## config.mk

```make
export PLATFORM = sky130hd
export DESIGN_NAME = bsg_adder_carry_select_reg
export DESIGN_NICKNAME = d
export VERILOG_FILES = /design/src/rtl/bsg_adder_cs_pkg.sv /design/src/rtl/bsg_adder_cs_block.sv /design/src/rtl/bsg_adder_carry_select_reg.sv
export SDC_FILE = /design/constraint.sdc
export NUM_CORES = 1
export LEC_CHECK = 0
export CAP_MARGIN = 20
export CORE_MARGIN = 5
export CORE_UTILIZATION = 40
export DETAILED_ROUTE_END_ITERATION = 10
export MAX_ROUTING_LAYER = met4
export PLACE_DENSITY = 0.7
export SYNTH_ARGS = -nofsm -noshare
export SYNTH_HDL_FRONTEND = slang
export SYNTH_HIERARCHICAL = 1
export SYNTH_SLANG_ARGS = --single-unit
```

## constraint.sdc

```tcl
create_clock -name clk_i -period 1.3 [get_ports clk_i]
set_clock_uncertainty 0.2 [all_clocks]
set_input_delay 0.26 -clock clk_i [delete_from_list [all_inputs] [get_ports clk_i]]
set_output_delay 0.26 -clock clk_i [all_outputs]
set_load 0.01 [all_outputs]
```

## src/rtl/bsg_adder_cs_pkg.sv

```systemverilog
// Shared sizing helpers for the carry-select adder and its blocks.
package bsg_adder_cs_pkg;

  localparam int bsg_adder_cs_block_default_lp = 8;

  function automatic int num_blocks(input int width, input int block);
    return (width + block - 1) / block;
  endfunction

  // Width of the final block; narrower than block when width is not a multiple of it.
  function automatic int last_block_width(input int width, input int block);
    return width - (num_blocks(width, block) - 1) * block;
  endfunction

endpackage

```

## src/rtl/bsg_adder_cs_block.sv

```systemverilog
// One carry-select block: adds with carry-in 0 and 1 in parallel, then muxes on the real carry.
module bsg_adder_cs_block #(
  parameter int width_p = 8
) (
  input  logic [width_p-1:0] a_i,
  input  logic [width_p-1:0] b_i,
  input  logic               sel_c_i,
  output logic [width_p-1:0] s_o,
  output logic               c_o
);

  localparam logic [width_p:0] one_lp = (width_p+1)'(1);

  logic [width_p:0] sum0;
  logic [width_p:0] sum1;

  assign sum0 = {1'b0, a_i} + {1'b0, b_i};
  assign sum1 = {1'b0, a_i} + {1'b0, b_i} + one_lp;

  assign {c_o, s_o} = sel_c_i ? sum1 : sum0;

endmodule

```

## src/rtl/bsg_adder_carry_select_reg.sv

```systemverilog
// Registered unsigned carry-select adder: o = a_i + b_i + c_i at width_p+1 bits.
// Define BSG_ADDER_CS_INPUT_REG_EN to add an input register stage (latency 2 instead of 1).
module bsg_adder_carry_select_reg
  import bsg_adder_cs_pkg::*;
#(
  parameter int width_p = 65,
  parameter int block_p = bsg_adder_cs_block_default_lp
) (
  input  logic               clk_i,
  input  logic               reset_n_i,
  input  logic               v_i,
  input  logic [width_p-1:0] a_i,
  input  logic [width_p-1:0] b_i,
  input  logic               c_i,
  output logic [width_p:0]   o,
  output logic               v_o
);

  localparam int num_blocks_lp = num_blocks(width_p, block_p);
  localparam int last_width_lp = last_block_width(width_p, block_p);

  logic [width_p-1:0] core_a;
  logic [width_p-1:0] core_b;
  logic               core_c;
  logic               core_v;

`ifdef BSG_ADDER_CS_INPUT_REG_EN
  // Operands only load when valid, so junk on idle cycles never reaches the core.
  always_ff @(posedge clk_i or negedge reset_n_i) begin
    if (!reset_n_i) begin
      core_a <= '0;
      core_b <= '0;
      core_c <= 1'b0;
      core_v <= 1'b0;
    end else begin
      core_v <= v_i;
      if (v_i) begin
        core_a <= a_i;
        core_b <= b_i;
        core_c <= c_i;
      end
    end
  end
`else
  assign core_a = a_i;
  assign core_b = b_i;
  assign core_c = c_i;
  assign core_v = v_i;
`endif

  logic [num_blocks_lp:0] carry;
  logic [width_p-1:0]     sum;

  assign carry[0] = core_c;

  for (genvar k = 0; k < num_blocks_lp; k++) begin : g_blk
    localparam int w_lp = (k == num_blocks_lp - 1) ? last_width_lp : block_p;

    bsg_adder_cs_block #(.width_p(w_lp)) blk (
      .a_i    (core_a[k*block_p +: w_lp]),
      .b_i    (core_b[k*block_p +: w_lp]),
      .sel_c_i(carry[k]),
      .s_o    (sum[k*block_p +: w_lp]),
      .c_o    (carry[k+1])
    );
  end

  always_ff @(posedge clk_i or negedge reset_n_i) begin
    if (!reset_n_i) begin
      o   <= '0;
      v_o <= 1'b0;
    end else begin
      v_o <= core_v;
      if (core_v) o <= {carry[num_blocks_lp], sum};
    end
  end

endmodule

```

### Word level (Yosys, flattened, before mapping)

Index checks and enable logic that the tools add are counted.

* bits in registers: 67
* output and inout port bits: 67
* logic and storage cells: 29

* $add $sub $neg: 18
* muxes and demuxes: 9

Operators with widths (number)
* 8-bit by 8-bit adder with 9-bit output: 8
* 9-bit by 1-bit adder with 9-bit output (second input constant): 8
* 9-bit 2-to-1 mux: 8
* 1-bit by 1-bit adder with 2-bit output: 1
* 2-bit by 1-bit adder with 2-bit output (second input constant): 1
* 2-bit 2-to-1 mux: 1

### Longest topological paths before layout

Gate-level depths: netlist (run 1).

* word-level depth: 11
* gate-level depth with buffers: 37

### Hierarchy

Netlist (run 1), hierarchy kept.

Modules (own cells, without submodules)
* bsg_adder_cs_block at g_blk[0].blk ...: instances 7, cells each 61, area each 494.2 um2, sequential area each 0.0 um2
* bsg_adder_carry_select_reg: instances 1, cells each 140, area each 2636.3 um2, sequential area each 1676.6 um2
* bsg_adder_cs_block at g_blk[3].blk: instances 1, cells each 60, area each 526.8 um2, sequential area each 0.0 um2
* bsg_adder_cs_block at g_blk[8].blk: instances 1, cells each 7, area each 55.1 um2, sequential area each 0.0 um2

### Worst setup path after synthesis (run 1)

OpenSTA, ideal clock, no wires.

* path type: in2reg
* start: input port a_i[0]
* end: register o[65]
* library setup time: 0.125 ns
* data arrival time: 7.633 ns
* data required time: 0.975 ns
* setup slack: -6.658 ns
* stages on the path: 37
* path buffers: 0
* cells stage by stage: ha_1 > fa_1 > a211o_2 > o21ai_1 > xnor2_1 > nand4b_2 > nor3_2 > xnor2_1 > and3_1 > nand4b_2 > nor3_2 > xnor2_1 > and3_1 > nand4b_2 > nor3_2 > xnor2_1 > and3_1 > o2111ai_2 > xor2_1 > and3_1 > nand4b_2 > nor3_2 > xnor2_1 > and3_1 > nand4b_2 > nor3_2 > xnor2_1 > and3_1 > nand4b_2 > nor3_2 > xnor2_1 > and3_1 > nand4b_2 > nor3_2 > xnor2_1 > mux2i_1 > mux2_2

* cells in the longest elaborated chain, start to end: 11

RTL lines
* start: declaration: RTL line bsg_adder_carry_select_reg.sv:12 `input logic [width_p-1:0] a_i,`
* 8-bit by 8-bit adder with 9-bit output (*): RTL line bsg_adder_cs_block.sv:17, bsg_adder_cs_block.sv:18
* 9-bit by 1-bit adder with 9-bit output: RTL line bsg_adder_cs_block.sv:18 `assign sum1 = {1'b0, a_i} + {1'b0, b_i} + one_lp;`
* 9-bit 2-to-1 mux (*): RTL line bsg_adder_cs_block.sv:20 `assign {c_o, s_o} = sel_c_i ? sum1 : sum0;`
* via carry[1]: RTL line bsg_adder_carry_select_reg.sv:51 `logic [num_blocks_lp:0] carry;`
* 9-bit 2-to-1 mux (*): RTL line bsg_adder_cs_block.sv:20
* via carry[2]: RTL line bsg_adder_carry_select_reg.sv:51
* 9-bit 2-to-1 mux (*): RTL line bsg_adder_cs_block.sv:20
* via carry[3]: RTL line bsg_adder_carry_select_reg.sv:51
* (+1 left out)
* via carry[4]: RTL line bsg_adder_carry_select_reg.sv:51
* (+1 left out)
* via carry[5]: RTL line bsg_adder_carry_select_reg.sv:51
* 9-bit 2-to-1 mux (*): RTL line bsg_adder_cs_block.sv:20
* via carry[6]: RTL line bsg_adder_carry_select_reg.sv:51
* 9-bit 2-to-1 mux (*): RTL line bsg_adder_cs_block.sv:20
* via carry[7]: RTL line bsg_adder_carry_select_reg.sv:51
* 9-bit 2-to-1 mux (*): RTL line bsg_adder_cs_block.sv:20
* via carry[8]: RTL line bsg_adder_carry_select_reg.sv:51
* 2-bit 2-to-1 mux (*): RTL line bsg_adder_cs_block.sv:20
* via carry[9]: RTL line bsg_adder_carry_select_reg.sv:51
* end signal: assignment: RTL line bsg_adder_carry_select_reg.sv:74 `if (core_v) o <= {carry[num_blocks_lp], sum};`
* end: declaration: RTL line bsg_adder_carry_select_reg.sv:15 `output logic [width_p:0] o,`

The timed path passes the listed nets; every way through them passes the cells marked *.
A chain may end at the register's enable or synchronous reset.

### Worst setup path in the final report (run 1)

* start: input port a_i[0]
* end: register o[64]

* cells in the longest elaborated chain, start to end: 11

RTL lines
* 8-bit by 8-bit adder with 9-bit output (*): RTL line bsg_adder_cs_block.sv:17, bsg_adder_cs_block.sv:18
* 9-bit by 1-bit adder with 9-bit output: RTL line bsg_adder_cs_block.sv:18
* 9-bit 2-to-1 mux (*): RTL line bsg_adder_cs_block.sv:20
* via carry[1]: RTL line bsg_adder_carry_select_reg.sv:51
* 9-bit 2-to-1 mux (*): RTL line bsg_adder_cs_block.sv:20
* via carry[2]: RTL line bsg_adder_carry_select_reg.sv:51
* 9-bit 2-to-1 mux (*): RTL line bsg_adder_cs_block.sv:20
* via carry[3]: RTL line bsg_adder_carry_select_reg.sv:51
* (+1 left out)
* via carry[4]: RTL line bsg_adder_carry_select_reg.sv:51
* (+1 left out)
* via carry[5]: RTL line bsg_adder_carry_select_reg.sv:51
* 9-bit 2-to-1 mux (*): RTL line bsg_adder_cs_block.sv:20
* via carry[6]: RTL line bsg_adder_carry_select_reg.sv:51
* 9-bit 2-to-1 mux (*): RTL line bsg_adder_cs_block.sv:20
* via carry[7]: RTL line bsg_adder_carry_select_reg.sv:51
* 9-bit 2-to-1 mux (*): RTL line bsg_adder_cs_block.sv:20
* via carry[8]: RTL line bsg_adder_carry_select_reg.sv:51
* 2-bit 2-to-1 mux (*): RTL line bsg_adder_cs_block.sv:20
* via sum[64]: RTL line bsg_adder_carry_select_reg.sv:52 `logic [width_p-1:0] sum;`

Marks and branches as above.

==> results.toml, run 1 <==
[final_layout]
post-route-util_pct = 72.3
area_growth_pct = 78.2
nFillCells = 1165
drive_gt1_share_pct = 49.5
seq_area_um2 = 1680
nets = 1345
multi_input_area_um2 = 5450
diodes = 0

[place]
place_congestion = 0.876
portBuffers = 200
dp_hpwl_mm = 15.8
pre_cts_ws_ps = -6410

[critical_path]
cp_max_fo = 2
timing.rr.end = "o[56]"
r2r-start = "o[56]"
crit_path_start_kind = "input pin"
cp_common_cell = "and3_4"
crit_required_ps = 1310
cp.arrival_ps = 6970
endpoint_kind = "register"
reg2reg_slack_ps = 60
crit_end = "o[64]"
slowest_delay_ps = 350
crit_start = "a_i[0]"
reg2reg_depth = 3
crit_type = "in2reg"
crit_path_top_delay_cell = "fa_2"

[clock_tree]
clk_pin_slew_ps = 50
cts_sinks = 67
htreeDepth = 3
clock_latency_ps = 320
cts_buffers = 9
cts-root-buf = "clkbuf_16"
cts_buffer_depth = 2
cts_tree = "built"

[logic_synthesis]
syn-cell-area_um2 = 6680
yosys_most_used_dff = "dfrtp_1"
ys_warn_count = 6
synth.avg_cell_area_um2 = 10.5
async_flop_share_pct = 100
syn_nets = 850
yosys.cell_types.count = 46
synth_seq_cells = 67
seq_area_frac_synth_pct = 25.1
synth-edff-count = 0
syn_inst = 634

[sta]
min_period_ps = 6970
fmax_mhz = 144
finalWorstSetupSlack_ps = -5670
hold_violations = 0
rsz0062_at_grt = "true"
max_slew_margin_pct = 74.4
slew_violations = 0
worst_pin_slew_ps = 374
setup_viol = 118
finalCritPeriodShare_pct = 536

[floorplanning]
die_x_um = 139
initial_core_util_pct = 40.6
num_io_pins = 201
die_area_um2 = 19400
core_um2 = 16500
die_y_um = 139
rows = 47

[route]
drtPass1Iterations = 4
antenna_left = 0
dr.first_iter.drc_count = 199
routed_wl_mm = 21.0
wl_per_cell_um = 15.5
avgViaCountPerCell = 4.92
drc = 0
vias = 6656

[global_routing]
grt-ovfl-total = 0
grt_pass1_wl_mm = 34.5
grt_util_all_layers_pct = 21.6
antenna_found_initial = 0
grt_max_degree = 30
first_global_vias = 7377

[power_and_ir_drop]
irDropWorstVdd_mv = 0.601
power_density_nw_per_um2 = 1070
power.total_mw = 12.8
cellLeakagePower_nw = 5.73

[worst_hold_path]
hold_start = "v_i"
hold_path.class = "in2reg"

[outcome]
status = "finished, violations left"
violations = "negative setup slack"

[job]
cap_violations = 0
## layout by cell type (no fill, tap or decap), types with 9 or more instances in the layout
cell type / Yosys / final
clkbuf_16: 0 / 9
clkdlybuf4s50_1: 0 / 121
xor2_1: 42 / 37
o21ai_1: 14 / 15
xnor2_2: 0 / 15
a21oi_1: 31 / 27
buf_2: 2 / 42
a211oi_2: 14 / 13
nor2_1: 76 / 74
o21ai_0: 16 / 14
o21a_1: 22 / 22
ha_1: 74 / 68
mux2_4: 40 / 67
dfrtp_1: 67 / 67
buf_6: 5 / 57
inv_1: 12 / 12
xnor2_1: 45 / 30
buf_4: 0 / 258
## registers in the layout, indices dropped and copies added, names as in the netlist
register,count
v_o,1
o,66
## per-stage QoR
stage | cell area (um2) | TNS, ps | instances | hold slack, ps
2_1_floorplan | 6950 | -220190 | 634 | -236
3_3_place_gp | 10700 | -253640 | 1250 | -59.6
3_5_place_dp | 10700 | -260570 | 1250 | -54.8
4_1_cts | 11600 | -211240 | 1328 | 142
5_1_grt | 11900 | -233150 | 1353 | 149
6_report | 11900 | -217610 | 1353 | 153
## per-layer routing
metal | GRT usage [%] | share of wire [%]
met4 | 7.31 | 2.3
met5 | - | 0
met3 | 2.48 | 3.3
met2 | 40.2 | 54
met1 | 23.7 | 40
## synthesized netlist by cell type, drive strengths merged, types with 3 or more instances
master | number | area share (%)
nand3 | 9 | 0.67
nand4b | 7 | 1.6
a2bb2oi | 7 | 0.92
dfrtp | 67 | 25
a22o | 7 | 0.92
ha | 74 | 14
mux2 | 75 | 15
nor2 | 76 | 4.3
nand2 | 9 | 0.51
a21o | 10 | 1.4
nor2b | 7 | 0.66
nand4 | 7 | 0.66
nor3 | 22 | 2.7
o21ai | 30 | 2.2
o21bai | 3 | 0.34
fa | 8 | 2.4
inv | 12 | 0.67
o21a | 22 | 2.5
and3 | 9 | 0.84
a211o | 7 | 1.0
nand3b | 7 | 0.79
buf | 7 | 0.99
xnor2 | 45 | 5.9
xor2 | 42 | 5.5
a21oi | 31 | 2.3
a211oi | 17 | 3.1
nand2b | 7 | 1.4
## worst min path at each step
stage / end / cells past startpoint / slack [ps]
3_5_place_dp: o[43] / 1 / -50
6_report: o[65] / 2 / 150
5_1_grt: o[65] / 2 / 150
2_1_floorplan: o[0] / 0 / -240
4_1_cts: o[65] / 2 / 140
3_3_place_gp: o[43] / 1 / -60
## cells by family after synthesis
group / after synthesis / synth area share (%)
AO/OA/AOI/OAI: 139 / 15.6
XOR/XNOR: 88 / 11.8
adder cells (fa/ha/maj): 82 / 16.3
buffers and inverters: 19 / 1.67
flip-flops: 67 / 25.1
multiplexers: 76 / 15.0
AND/OR/NAND/NOR: 163 / 14.5
## power by group
part,switching (mW),internal [mW]
logic,2.92,4.51
registers,0.418,2.66
clock network,0.845,1.43
## repair_timing
item	CTS	global route
pin swaps	17	14
endpoints found under the setup margin	133	131
hold endpoints to repair	68	0
hold buffers	2	0
setup buffers	68	36
resized for setup	380	39
## critical path, delay by kind of cell
kind | cells | cell delay (ps)
simple gates | 22 | 3870
xor+xnor | 10 | 1490
fa+ha+maj | 2 | 500
buf+inv | 4 | 450
mux | 1 | 260
compound gates | 1 | 110
## area by class of cell
type                            count  area share (%)
Clock buffer                       13            2.27
Clock inverter                      2          0.0841
Inverter                           12           0.379
Multi-Input combinational cell    548            45.8
Sequential cell                    67            14.1
Tap cell                          220            2.31
Timing Repair Buffer              491            35.1
Note: power is estimated with default switching activity, not from simulation.
==> inputs of run 2 (changes only) <==
- RECOVER_POWER: unset -> 100
- clock period: 1.3 -> 9.04 ns (I/O delays scaled with it)
==> run 2 against run 1 <==
Against the previous run: the run ends with max-capacitance violations, max-slew violations left; final cell count shrank 19%; sequential power decreased by 86%; hold slack gained 140 ps; register-to-register slack improved by 8000 ps; design area fell by 19%; count of clock-buffer cells in the layout is the same; die area stayed put; clock power down 85%; critical path type unchanged; critical endpoint unchanged; largest cell class unchanged; highest routed layer unchanged.
==> results.toml, run 2 (synthesis results as in run 1) <==
[sta]
hold_violations = 0
min_period_ps = 8560
fmax_mhz = 117
finalWorstSetupSlack_ps = 480
rsz0062_at_grt = "false"
finalCritPeriodShare_pct = 94.7
setup_viol = 0
worst_pin_slew_ps = 3790
max_slew_margin_pct = -153
slew_violations = 68

[place]
pre_cts_ws_ps = -336
place_congestion = 0.835
dp_hpwl_mm = 13.3
portBuffers = 200

[final_layout]
nets = 1094
regMostFlops = "o"
reg_top3 = "o (66), v_o (1)"
area_growth_pct = 44.4
multi_input_area_um2 = 5100
seq_area_um2 = 1680
mostFrequentLayoutCells = "127 x clkdlybuf4s50_1, 75 x nor2_1, 71 x ha_1, 67 x dfrtp_1, 67 x dlygate4sd3_1"
nFillCells = 1439
diodes = 0
final_common_cell = "clkdlybuf4s50_1"
drive_gt1_share_pct = 21.9
largest_reg_flops = 66

[route]
wl_per_cell_um = 15.1
avgViaCountPerCell = 5.04
drtPass1Iterations = 4
vias = 5544
drc = 0
antenna_left = 0
routed_wl_mm = 16.6
dr.first_iter.drc_count = 168

[clock_tree]
cts_tree = "built"
htreeDepth = 3
cts_buffer_depth = 2
cts_hold_buf = 0
cts_sinks = 67
clk_pin_slew_ps = 50
cts-root-buf = "clkbuf_16"
clock_latency_ps = 330
cts_buffers = 9

[critical_path]
crit_start = "b_i[0]"
crit_required_ps = 9060
r2r-start = "o[31]"
cp_max_fo = 3
crit_path_top_delay_cell = "fa_2"
slowest_delay_ps = 350
crit_path_start_kind = "input pin"
cp.arrival_ps = 8580
crit_type = "in2reg"
cp_top_family = "simple AND/OR/NAND/NOR gates"
endpoint_kind = "register"
worstPathBufferInverterCount = 1

[power_and_ir_drop]
pwr-share-seq_pct = 28.2
p_clk_share_pct = 22.5
power_density_nw_per_um2 = 157
p_int_mw = 1.01
swShare_pct = 33.2
power.total_mw = 1.51
p_sw_mw = 0.502
power_frac_comb_pct = 49.4
cellLeakagePower_nw = 4.17
irDropWorstVdd_mv = 0.0764

[global_routing]
use_met2_pct = 28.1
first_global_vias = 5511
grt_max_degree = 68
grt_pass1_wl_mm = 27.3
grt-ovfl-total = 0
busiest_layer = "met2"
grt_util_all_layers_pct = 17.5
met3_usage_pct = 2.79
gr-usage-met1_pct = 23.1
antenna_found_initial = 0

[worst_hold_path]
hold_path.class = "reg2reg"
hold_start = "o[1]"

[floorplanning]
die_x_um = 139
rows = 47
num_io_pins = 201
core_um2 = 16500
die_area_um2 = 19400
die_y_um = 139
initial_core_util_pct = 40.6

[outcome]
violations = "max-capacitance violations, max-slew violations"
status = "finished, violations left"

[job]
cap_violations = 1
-- run 2: cell types whose count changed in the layout (fill, tap and decap cells not counted), moves of 7 or more --
cell / before / now
clkbuf_4: 0 / 10
buf_2: 42 / 0
xnor2_2: 15 / 8
nor3_1: 8 / 15
buf_4: 258 / 23
buf_6: 57 / 0
xnor2_1: 30 / 37
mux2_4: 67 / 34
mux2_2: 7 / 34
clkbuf_1: 1 / 9
dlygate4sd3_1: 2 / 67
-- run 2: worst paths after layout --
kind | end | slack, ps | cells after the start
worst max-delay path | o[64] | 480 | 38
worst min-delay path | o[1] | 290 | 1
worst max register to register | o[31] | 8040 | 1
worst min register to register | o[1] | 290 | 1
max in group asynchronous | o[13] | 3920 | 1
min in group asynchronous | o[40] | 2580 | 1
-- run 2: cell type report --
cell class / count / area share (%)
Clock buffer: 13 / 2.91
Clock inverter: 1 / 0.0778
Inverter: 12 / 0.467
Multi-Input combinational cell: 548 / 52.9
Sequential cell: 67 / 17.4
Tap cell: 220 / 2.85
Timing Repair Buffer: 240 / 23.4
-- run 2: metrics by stage --
stage | util [%] | TNS, ps | hold slack [ps] | area, um2 | cells
floorplan | - | 0 | 351 | 6820 | 634
global placement | 56.2 | -463 | 289 | 9260 | 1079
detailed placement | 56.2 | -1390 | 295 | 9260 | 1079
CTS | 58.8 | 0 | 306 | 9680 | 1098
global route | 58.6 | 0 | 316 | 9640 | 1101
finish | 58.6 | 0 | 293 | 9640 | 1101
-- run 2: power by group through the flow --
stage | registers [mW] | clock network [mW] | logic (mW)
global route | 0.438 | 0.366 | 0.812
floorplan | 0.466 | 0 | 0.403
global placement | 0.434 | 0 | 0.768
CTS | 0.432 | 0.352 | 0.794
finish | 0.426 | 0.340 | 0.748
detailed placement | 0.435 | 0 | 0.775
-- run 2: what timing repair did --
item                       4_1_cts  5_1_grt
gates resized for setup         17        7
buffers inserted                 5        3
gates cloned                     0        0
pin swaps                       26       19
setup endpoints to repair        2        8
-- run 2: layer usage --
metal / vias to the layer above / share of wire (%)
met5: - / 0
met4: 0 / 1.2
met3: 14 / 3.8
met2: 124 / 47
met1: 2578 / 48
li1: 2828 / -
